File: config.mk
export PLATFORM = sky130hd
export DESIGN_NAME = rsqrt_arbiter_flat
export DESIGN_NICKNAME = d
export VERILOG_FILES = /design/src/rtl/rsqrt_arbiter_if.sv /design/src/rtl/rsqrt_arbiter.sv /design/src/flat_wrapper.sv
export SDC_FILE = /design/constraint.sdc
export NUM_CORES = 1
export LEC_CHECK = 0
export CORE_ASPECT_RATIO = 0.6
export CORE_MARGIN = 2
export CORE_UTILIZATION = 41
export CTS_CLUSTER_SIZE = 10
export DETAILED_ROUTE_END_ITERATION = 8
export GPL_TIMING_DRIVEN = 0
export PLACE_DENSITY = 0.8
export REMOVE_ABC_BUFFERS = 1
export SYNTH_ARGS = -nofsm -noshare
export SYNTH_HDL_FRONTEND = slang
export SYNTH_SLANG_ARGS = --single-unit
File: constraint.sdc
create_clock -name i_clk -period 2.3 [get_ports i_clk]
set_input_delay 0.46 -clock i_clk [delete_from_list [all_inputs] [get_ports i_clk]]
set_output_delay 0.46 -clock i_clk [all_outputs]
set_load 0.02 [all_outputs]
File: src/rtl/rsqrt_arbiter_if.sv
`default_nettype none
// +--------------------------------------------------------------------------+
// | rsqrt_arbiter_if : requester-side and core-side bus of rsqrt_arbiter     |
// | Rev 1.0                                                                  |
// +--------------------------------------------------------------------------+
interface rsqrt_arbiter_if #(
    parameter int N_REQ = 4
);
    logic [N_REQ-1:0]   i_req;
    logic [8*N_REQ-1:0] i_data;
    logic [N_REQ-1:0]   o_gnt;
    logic [N_REQ-1:0]   o_done;
    logic [31:0]        o_result;
    logic               o_err;
    logic               o_busy;
    logic               o_core_enb;
    logic [7:0]         o_core_data;
    logic               i_core_valid;
    logic [31:0]        i_core_data;

    // The arbiter itself.
    modport slave (
        input  i_req, i_data, i_core_valid, i_core_data,
        output o_gnt, o_done, o_result, o_err, o_busy, o_core_enb, o_core_data
    );

    // Requesters plus the reciprocal_sqrt core, seen from outside the arbiter.
    modport master (
        output i_req, i_data, i_core_valid, i_core_data,
        input  o_gnt, o_done, o_result, o_err, o_busy, o_core_enb, o_core_data
    );
endinterface
`default_nettype wire

File: src/rtl/rsqrt_arbiter.sv
`default_nettype none
// +--------------------------------------------------------------------------+
// | rsqrt_arbiter : round-robin sharing of one reciprocal_sqrt core          |
// | Rev 1.0                                                                  |
// +--------------------------------------------------------------------------+
module rsqrt_arbiter #(
    parameter int N_REQ   = 4,
    parameter int TIMEOUT = 64
) (
    input  wire logic      i_clk,
    input  wire logic      i_rst,
    rsqrt_arbiter_if.slave bus
);
    localparam int c_PTR_W = (N_REQ > 1) ? $clog2(N_REQ) : 1;
    localparam int c_CNT_W = (TIMEOUT > 1) ? $clog2(TIMEOUT) : 1;

    localparam logic [1:0] c_IDLE  = 2'd0;
    localparam logic [1:0] c_ISSUE = 2'd1;
    localparam logic [1:0] c_WAIT  = 2'd2;
    localparam logic [1:0] c_DONE  = 2'd3;

    localparam logic [c_CNT_W-1:0] c_CNT_LAST = c_CNT_W'(TIMEOUT - 1);
    localparam logic [c_PTR_W-1:0] c_IDX_LAST = c_PTR_W'(N_REQ - 1);
    localparam logic [N_REQ-1:0]   c_ONE      = {{(N_REQ-1){1'b0}}, 1'b1};

    logic [1:0]         state_q,  state_d;
    logic [c_PTR_W-1:0] rr_q,     rr_d;
    logic [c_PTR_W-1:0] owner_q,  owner_d;
    logic [c_CNT_W-1:0] cnt_q,    cnt_d;
    logic [N_REQ-1:0]   gnt_q,    gnt_d;
    logic [N_REQ-1:0]   done_q,   done_d;
    logic [31:0]        result_q, result_d;
    logic               err_q,    err_d;
    logic               busy_q,   busy_d;
    logic               enb_q,    enb_d;
    logic [7:0]         cdata_q,  cdata_d;

    logic               w_any;
    logic [c_PTR_W-1:0] w_pick;

    // Round-robin pick: first pass covers indices at/after the pointer,
    // second pass wraps around to the ones below it.
    always_comb begin
        w_any  = 1'b0;
        w_pick = '0;
        for (int j = 0; j < N_REQ; j++) begin
            if (!w_any && bus.i_req[j] && (c_PTR_W'(j) >= rr_q)) begin
                w_any  = 1'b1;
                w_pick = c_PTR_W'(j);
            end
        end
        for (int j = 0; j < N_REQ; j++) begin
            if (!w_any && bus.i_req[j]) begin
                w_any  = 1'b1;
                w_pick = c_PTR_W'(j);
            end
        end
    end

    always_ff @(posedge i_clk) begin
        if (!i_rst) begin
            state_q  <= c_IDLE;
            rr_q     <= '0;
            owner_q  <= '0;
            cnt_q    <= '0;
            gnt_q    <= '0;
            done_q   <= '0;
            result_q <= '0;
            err_q    <= 1'b0;
            busy_q   <= 1'b0;
            enb_q    <= 1'b0;
            cdata_q  <= '0;
        end else begin
            state_q  <= state_d;
            rr_q     <= rr_d;
            owner_q  <= owner_d;
            cnt_q    <= cnt_d;
            gnt_q    <= gnt_d;
            done_q   <= done_d;
            result_q <= result_d;
            err_q    <= err_d;
            busy_q   <= busy_d;
            enb_q    <= enb_d;
            cdata_q  <= cdata_d;
        end
    end

    always_comb begin
        state_d = state_q;
        case (state_q)
            c_IDLE:  if (w_any) state_d = c_ISSUE;
            c_ISSUE: state_d = bus.i_core_valid ? c_DONE : c_WAIT;
            c_WAIT:  if (bus.i_core_valid || (cnt_q == c_CNT_LAST)) state_d = c_DONE;
            c_DONE:  state_d = c_IDLE;
            default: state_d = c_IDLE;
        endcase
    end

    // Valid is tested before the counter so a result landing on the last
    // WAIT cycle is still delivered rather than reported as a timeout.
    always_comb begin
        rr_d     = rr_q;
        owner_d  = owner_q;
        cnt_d    = cnt_q;
        gnt_d    = '0;
        done_d   = '0;
        enb_d    = 1'b0;
        cdata_d  = cdata_q;
        result_d = result_q;
        err_d    = err_q;
        busy_d   = (state_d != c_IDLE);
        case (state_q)
            c_IDLE: begin
                if (w_any) begin
                    owner_d = w_pick;
                    gnt_d   = c_ONE << w_pick;
                    enb_d   = 1'b1;
                    cdata_d = bus.i_data[{w_pick, 3'b000} +: 8];
                end
            end
            c_ISSUE: begin
                cnt_d = '0;
                if (bus.i_core_valid) begin
                    result_d = bus.i_core_data;
                    err_d    = 1'b0;
                    done_d   = c_ONE << owner_q;
                end
            end
            c_WAIT: begin
                if (bus.i_core_valid) begin
                    result_d = bus.i_core_data;
                    err_d    = 1'b0;
                    done_d   = c_ONE << owner_q;
                end else if (cnt_q == c_CNT_LAST) begin
                    result_d = '0;
                    err_d    = 1'b1;
                    done_d   = c_ONE << owner_q;
                end else begin
                    cnt_d = cnt_q + 1'b1;
                end
            end
            c_DONE: begin
                rr_d = (owner_q == c_IDX_LAST) ? '0 : owner_q + 1'b1;
            end
            default: ;
        endcase
    end

    assign bus.o_gnt       = gnt_q;
    assign bus.o_done      = done_q;
    assign bus.o_result    = result_q;
    assign bus.o_err       = err_q;
    assign bus.o_busy      = busy_q;
    assign bus.o_core_enb  = enb_q;
    assign bus.o_core_data = cdata_q;

endmodule
`default_nettype wire

File: src/flat_wrapper.sv
// flat-port wrapper written by rule: the top's interface ports become plain ports
module rsqrt_arbiter_flat 
#(
    parameter int N_REQ   = 4,
    parameter int TIMEOUT = 64
)
  (i_clk, i_rst, bus_i_req, bus_i_data, bus_i_core_valid, bus_i_core_data, bus_o_gnt, bus_o_done, bus_o_result, bus_o_err, bus_o_busy, bus_o_core_enb, bus_o_core_data);
  rsqrt_arbiter_if #(.N_REQ(N_REQ)) bus_i ();
  input  wire logic i_clk;
  input  wire logic i_rst;
  input wire logic [$bits(bus_i.i_req)-1:0] bus_i_req;
  input wire logic [$bits(bus_i.i_data)-1:0] bus_i_data;
  input wire logic [$bits(bus_i.i_core_valid)-1:0] bus_i_core_valid;
  input wire logic [$bits(bus_i.i_core_data)-1:0] bus_i_core_data;
  output wire logic [$bits(bus_i.o_gnt)-1:0] bus_o_gnt;
  output wire logic [$bits(bus_i.o_done)-1:0] bus_o_done;
  output wire logic [$bits(bus_i.o_result)-1:0] bus_o_result;
  output wire logic [$bits(bus_i.o_err)-1:0] bus_o_err;
  output wire logic [$bits(bus_i.o_busy)-1:0] bus_o_busy;
  output wire logic [$bits(bus_i.o_core_enb)-1:0] bus_o_core_enb;
  output wire logic [$bits(bus_i.o_core_data)-1:0] bus_o_core_data;
  assign bus_i.i_req = bus_i_req;
  assign bus_i.i_data = bus_i_data;
  assign bus_i.i_core_valid = bus_i_core_valid;
  assign bus_i.i_core_data = bus_i_core_data;
  assign bus_o_gnt = bus_i.o_gnt;
  assign bus_o_done = bus_i.o_done;
  assign bus_o_result = bus_i.o_result;
  assign bus_o_err = bus_i.o_err;
  assign bus_o_busy = bus_i.o_busy;
  assign bus_o_core_enb = bus_i.o_core_enb;
  assign bus_o_core_data = bus_i.o_core_data;
  rsqrt_arbiter #(.N_REQ(N_REQ), .TIMEOUT(TIMEOUT)) u_core (.i_clk(i_clk), .i_rst(i_rst), .bus(bus_i));
endmodule
* Yosys cells after proc, flatten, opt, wreduce, memory -nomap -nowiden
Index checks and enable logic that the tools add are counted.
** Operators by class
- Shifts and indexed selects :: 3
- Reduce and logical (&&, ||, !) cells :: 27
- Add/sub/neg operators :: 2
- Muxes and demuxes :: 36
- Eq/ne operators :: 9
- $lt $le $gt $ge :: 4
** Operators by type and width (count)
- $mux W32 :: 3
- $pmux W32 S2 :: 1
- $shiftx A32 B6 Y8 :: 1
- $mux W2 :: 9
- $mux W1 :: 14
- $mux W4 :: 3
- $mux W6 :: 2
- $pmux W6 S2 :: 1
- $logic_and A1 B1 Y1 :: 11
- $reduce_and A3 Y1 :: 3
- $pmux W2 S4 :: 1
- $pmux W4 S2 :: 1
- $shl A1 B2 Y4 const A :: 2
- $logic_not A1 Y1 :: 7
- $add A6 B1 Y6 const B :: 1
- $eq A2 B2 Y1 const B :: 3
- $eq A6 B6 Y1 const B :: 1
- $ne A2 B2 Y1 const B :: 3
- $ge A1 B2 Y1 const A :: 2
- $ge A2 B2 Y1 const A :: 2
- $reduce_and A2 Y1 :: 2
- $reduce_bool A2 Y1 :: 2
- $ne A3 B2 Y1 const B :: 1
- $add A2 B1 Y2 const B :: 1
- other kinds (4) :: 4
** Storage, ports and cells
- Register bits :: 63
- Logic and storage cells :: 92

* Depth between registers and ports, before layout
- Word-level depth :: 30
- Gate-level depth with buffers :: 7
- Mapped depth without buffers :: 6

* Worst setup path before layout
No wires, ideal clock.
- Path kind :: reg2reg
- Start :: register u_core.cnt_q[0]
- End :: register u_core.result_q[0] (netlist: u_core.bus.o_result[0])
- Period minus slack after synthesis :: 1641 ps
- Arrival :: 1524 ps
- Cell stages (with the launch flop) :: 8
- Buffers on the path :: 1
- Library setup time :: 117 ps
- Path slack :: 659 ps
- Cell sequence :: dfxtp_1 -> ha_1 -> nand3_2 -> o21bai_4 -> nand2_2 -> o211a_4 -> buf_6 -> a22o_1
** On the way
- Cells in the longest elaborated chain, start to end :: 3
** Ends and longest elaborated chain
- start, declared :: RTL line rsqrt_arbiter.sv:29 : logic [c_CNT_W-1:0] cnt_q, cnt_d;
- start signal, assigned :: RTL line rsqrt_arbiter.sv:77 : cnt_q <= cnt_d;
- $eq A6 B6 Y1 :: RTL line rsqrt_arbiter.sv:134 : end else if (cnt_q == c_CNT_LAST) begin
- $ne A3 B2 Y1 (no source line)
- $reduce_and A3 Y1 (no source line)
- end signal, assigned :: RTL line rsqrt_arbiter.sv:80 : result_q <= result_d;
- end, declared :: RTL line rsqrt_arbiter.sv:32 : logic [31:0] result_q, result_d;
Every way passes these cells.
A chain may end at the register's enable or synchronous reset.

* Final worst setup path
- Start :: register u_core.state_q[0]
- End :: register u_core.result_q[28] (netlist: u_core.bus.o_result[28])
** On the way
- Cells in the longest elaborated chain, start to end :: 3
** Ends and longest elaborated chain
- start, declared :: RTL line rsqrt_arbiter.sv:26 : logic [1:0] state_q, state_d;
- start signal, assigned :: RTL line rsqrt_arbiter.sv:62 : state_q <= c_IDLE;
- start signal, assigned :: RTL line rsqrt_arbiter.sv:74 : state_q <= state_d;
- $eq A2 B2 Y1 / $eq A2 B1 Y1 (equally long branches) :: RTL line rsqrt_arbiter.sv:112 : case (state_q)
- $ne A3 B2 Y1 (no source line), or another cell as far along
- $reduce_and A3 Y1 (no source line)
Several ways; a longest one is shown, not always the timed one.

==> results.py <==
metrics = {
    "outcome": {
        "run_status": "complete, no violations",
    },
    "cts": {
        "clock_latency_ns": 0.33,
        "cts_tree": "done",
        "root_buffer": "clkbuf_8",
        "clkSlewWorstSetupHoldPaths_ns": 0.07,
        "h-tree-depth": 3,
        "postCtsSetupBuffers": 0,
        "cts_sinks": 63,
        "post_cts_resized": 0,
        "ctsHoldBuffers": 0,
        "clk_path_buf_depth": 2,
        "numCtsBuffers": 9,
    },
    "die": {
        "rows": 22,
        "coreArea_mm2": 0.00611,
        "io_pins": 122,
        "die_w_um": 107,
        "start_util": 0.425,
        "die_area_mm2": 0.00701,
        "die_h_um": 65.7,
    },
    "setup_path": {
        "crit_path_start_kind": "flip-flop",
        "crit_fanout": 19,
        "cp-startpoint": "u_core.state_q[0]",
        "r2r_cells": 6,
        "r2r-start": "u_core.state_q[0]",
        "r2r_slack_ns": 0.26,
        "crit_slowest_cell": "nor2_2",
        "worstSetupEndpointType": "flip-flop",
        "path_cells": "inv_1 > ha_1 > o21ai_1 > nor2_2 > buf_8 > a22o_1",
        "cpPeakStageDelay_ns": 0.53,
        "reg2reg_to": "u_core.bus.o_result[28]",
        "path_class": "flip-flop to flip-flop",
        "arrival_ns": 2.31,
        "crit_required_ns": 2.57,
    },
    "cells_and_area": {
        "area_delta_synth_final_pct": 55.8,
        "most-common-layout-cells": "clkdlybuf4s50_1, dfxtp_1, a22o_1",
        "mostFrequentLayoutCell": "clkdlybuf4s50_1",
        "regArea_mm2": 0.00126,
        "multi_input_area_mm2": 0.00122,
        "n_antenna_cell": 0,
        "fill_cells": 515,
        "final_nets": 436,
        "drive_above_1_share": 0.106,
        "fin_util": 0.662,
    },
    "min_path": {
        "worstHoldEndpoint": "u_core.bus.o_err",
        "hold_class": "flip-flop to flip-flop",
        "hp-start": "u_core.bus.o_err",
        "hold_depth": 2,
    },
    "global_routing": {
        "antenna_found_initial": 0,
        "grt_usage": 0.189,
        "grt_overflow_total": 0,
        "grt_pass1_wl_mm": 10.3,
        "grt_pass1_vias": 2159,
        "grt_start_max_net_pins": 33,
    },
    "detailed_routing": {
        "routed_wl_mm": 6.39,
        "drt-wirelength-per-cell_um": 14.4,
        "first_pass_iters": 4,
        "vias": 2197,
        "ant_nets": 0,
        "drt_iter0_markers": 181,
        "drc": 0,
        "via_per_inst": 4.95,
    },
    "synthesis": {
        "syn_area_mm2": 0.00260,
        "ys_seq_area_frac": 0.486,
        "synth_seq_cells": 63,
        "ys_warn_count": 0,
        "syn_area_per_cell_um2": 11.2,
        "synth_cells": 232,
        "yosys.cell_types.count": 34,
    },
    "timing": {
        "setup_viol": 0,
        "rsz0062_at_grt": "false",
        "period_needed_ns": 2.04,
        "clock-skew-final_ns": 0.00370,
        "holdWs_ns": 0.458,
        "max_slew_margin": 0.563,
        "finalMaxSlewViolations": 0,
        "final_hold_viol_count": 0,
        "tightest_slew_ns": 0.654,
        "period_share": 0.887,
        "fmax_ghz": 0.490,
    },
    "pwr": {
        "pwr_density_cell_mw_per_mm2": 845,
        "totalPowerFinal_mw": 3.42,
        "p_leak_nw": 1.53,
        "ir_worst_vdd_uv": 367,
    },
    "placement": {
        "finalWeightedCongestion": 0.807,
        "numPortBuffers": 121,
        "hpwl_mm": 4.93,
    },
    "job": {
        "cap_violations": 0,
    },
}
## routing by layer
layer  share of wire  vias up  routed length [um]  global-route usage
li1                -     1088                   -                   -
met1            0.48     1017                3050               0.247
met2            0.45       86                2840               0.303
met3           0.072        6                 460              0.0665
met4          0.0059        0                  38              0.0438
met5               0        -                   0                   0
## area by class of cell
type                            instances  area share
Sequential cell                        63       0.312
Timing Repair Buffer                  122       0.303
Multi-Input combinational cell        148       0.303
Clock buffer                           10      0.0315
Tap cell                               84      0.0260
Clock inverter                          6      0.0151
Inverter                               11      0.0102
## how the worst max path moves through the flow
stage                                      to  slack (ns)  cells after the start
detailed placement  u_core.bus.o_core_data[3]       -0.01                      6
CTS                    u_core.bus.o_result[9]        0.28                      6
floorplan              u_core.bus.o_result[0]        0.12                      5
finish                u_core.bus.o_result[28]        0.26                      6
global route           u_core.bus.o_result[8]        0.10                      6
global placement      u_core.bus.o_result[12]       -0.81                      4
## sequential cells by signal, summed over array words and instances (netlist names)
signal and cells:
u_core.bus.o_result 32, u_core.bus.o_err 1, u_core.bus.o_busy 1, u_core.bus.o_done 4, u_core.owner_q 2, u_core.bus.o_core_enb 1
u_core.bus.o_gnt 4, u_core.bus.o_core_data 8, u_core.cnt_q 6, u_core.rr_q 2, u_core.state_q 2
## critical path, delay by kind of cell, from the launching register on
| family | cells | cell delay (ns) |
|---|---|---|
| buffers and inverters | 2 | 0.38 |
| AO/OA/AOI/OAI | 2 | 0.32 |
| adder cells (fa/ha/maj) | 1 | 0.40 |
| flip-flops | 1 | 0.35 |
| AND/OR/NAND/NOR | 1 | 0.53 |
## cells by family (layout without fill, tap and decap cells)
| family | after synthesis | in the layout | share of synthesized area |
|---|---|---|---|
| multiplexers | 23 | 23 | 0.0886 |
| AND/OR/NAND/NOR | 49 | 49 | 0.0987 |
| flip-flops | 63 | 63 | 0.486 |
| XOR/XNOR | 4 | 4 | 0.0135 |
| buffers and inverters | 21 | 149 | 0.0438 |
| adder cells (fa/ha/maj) | 10 | 10 | 0.0482 |
| AO/OA/AOI/OAI | 62 | 62 | 0.222 |
## synth_stat cells (all sizes together)
| cell | instances | area, um^2 |
|---|---|---|
| dfxtp | 63 | 1260 |
| a22o | 32 | 280 |
| mux2i | 23 | 230 |
| nor2 | 18 | 75.1 |
| nand2 | 17 | 81.3 |
| inv | 11 | 41.3 |
| ha | 10 | 125 |
| a21oi | 9 | 48.8 |
| buf | 8 | 65.1 |
| o221ai | 8 | 120 |
| and2 | 5 | 31.3 |
| o21ai | 5 | 25.0 |
| a211oi | 4 | 30.0 |
| xnor2 | 4 | 35.0 |
| nand2b | 3 | 21.3 |
| clkbuf | 2 | 7.51 |
| nand3 | 2 | 15.0 |
| a311oi | 1 | 15.0 |
| and4 | 1 | 8.76 |
| nor2b | 1 | 6.26 |
| o211a | 1 | 17.5 |
| o21bai | 1 | 18.8 |
| o2bb2a | 1 | 20.0 |
| or3 | 1 | 6.26 |
| or4 | 1 | 11.3 |
## where the power goes
| part | total [mW] | switching [mW] | internal (mW) |
|---|---|---|---|
| logic | 1.16 | 0.593 | 0.567 |
| registers | 1.35 | 0.0930 | 1.26 |
| clock network | 0.906 | 0.410 | 0.496 |
| total | 3.42 | 1.10 | 2.32 |
## through the flow
stage                     worst slack, ns  area (um^2)  std cells  setup TNS, ns
after CTS                           0.285         4050        444              0
after detailed placement          -0.0125         3860        428        -0.0389
final                               0.261         4050        444              0
after global placement             -0.808         3840        427         -25.64
after floorplan                     0.121         2520        222              0
after global routing                0.100         4050        444              0
Note: power is estimated with default switching activity, not from simulation.
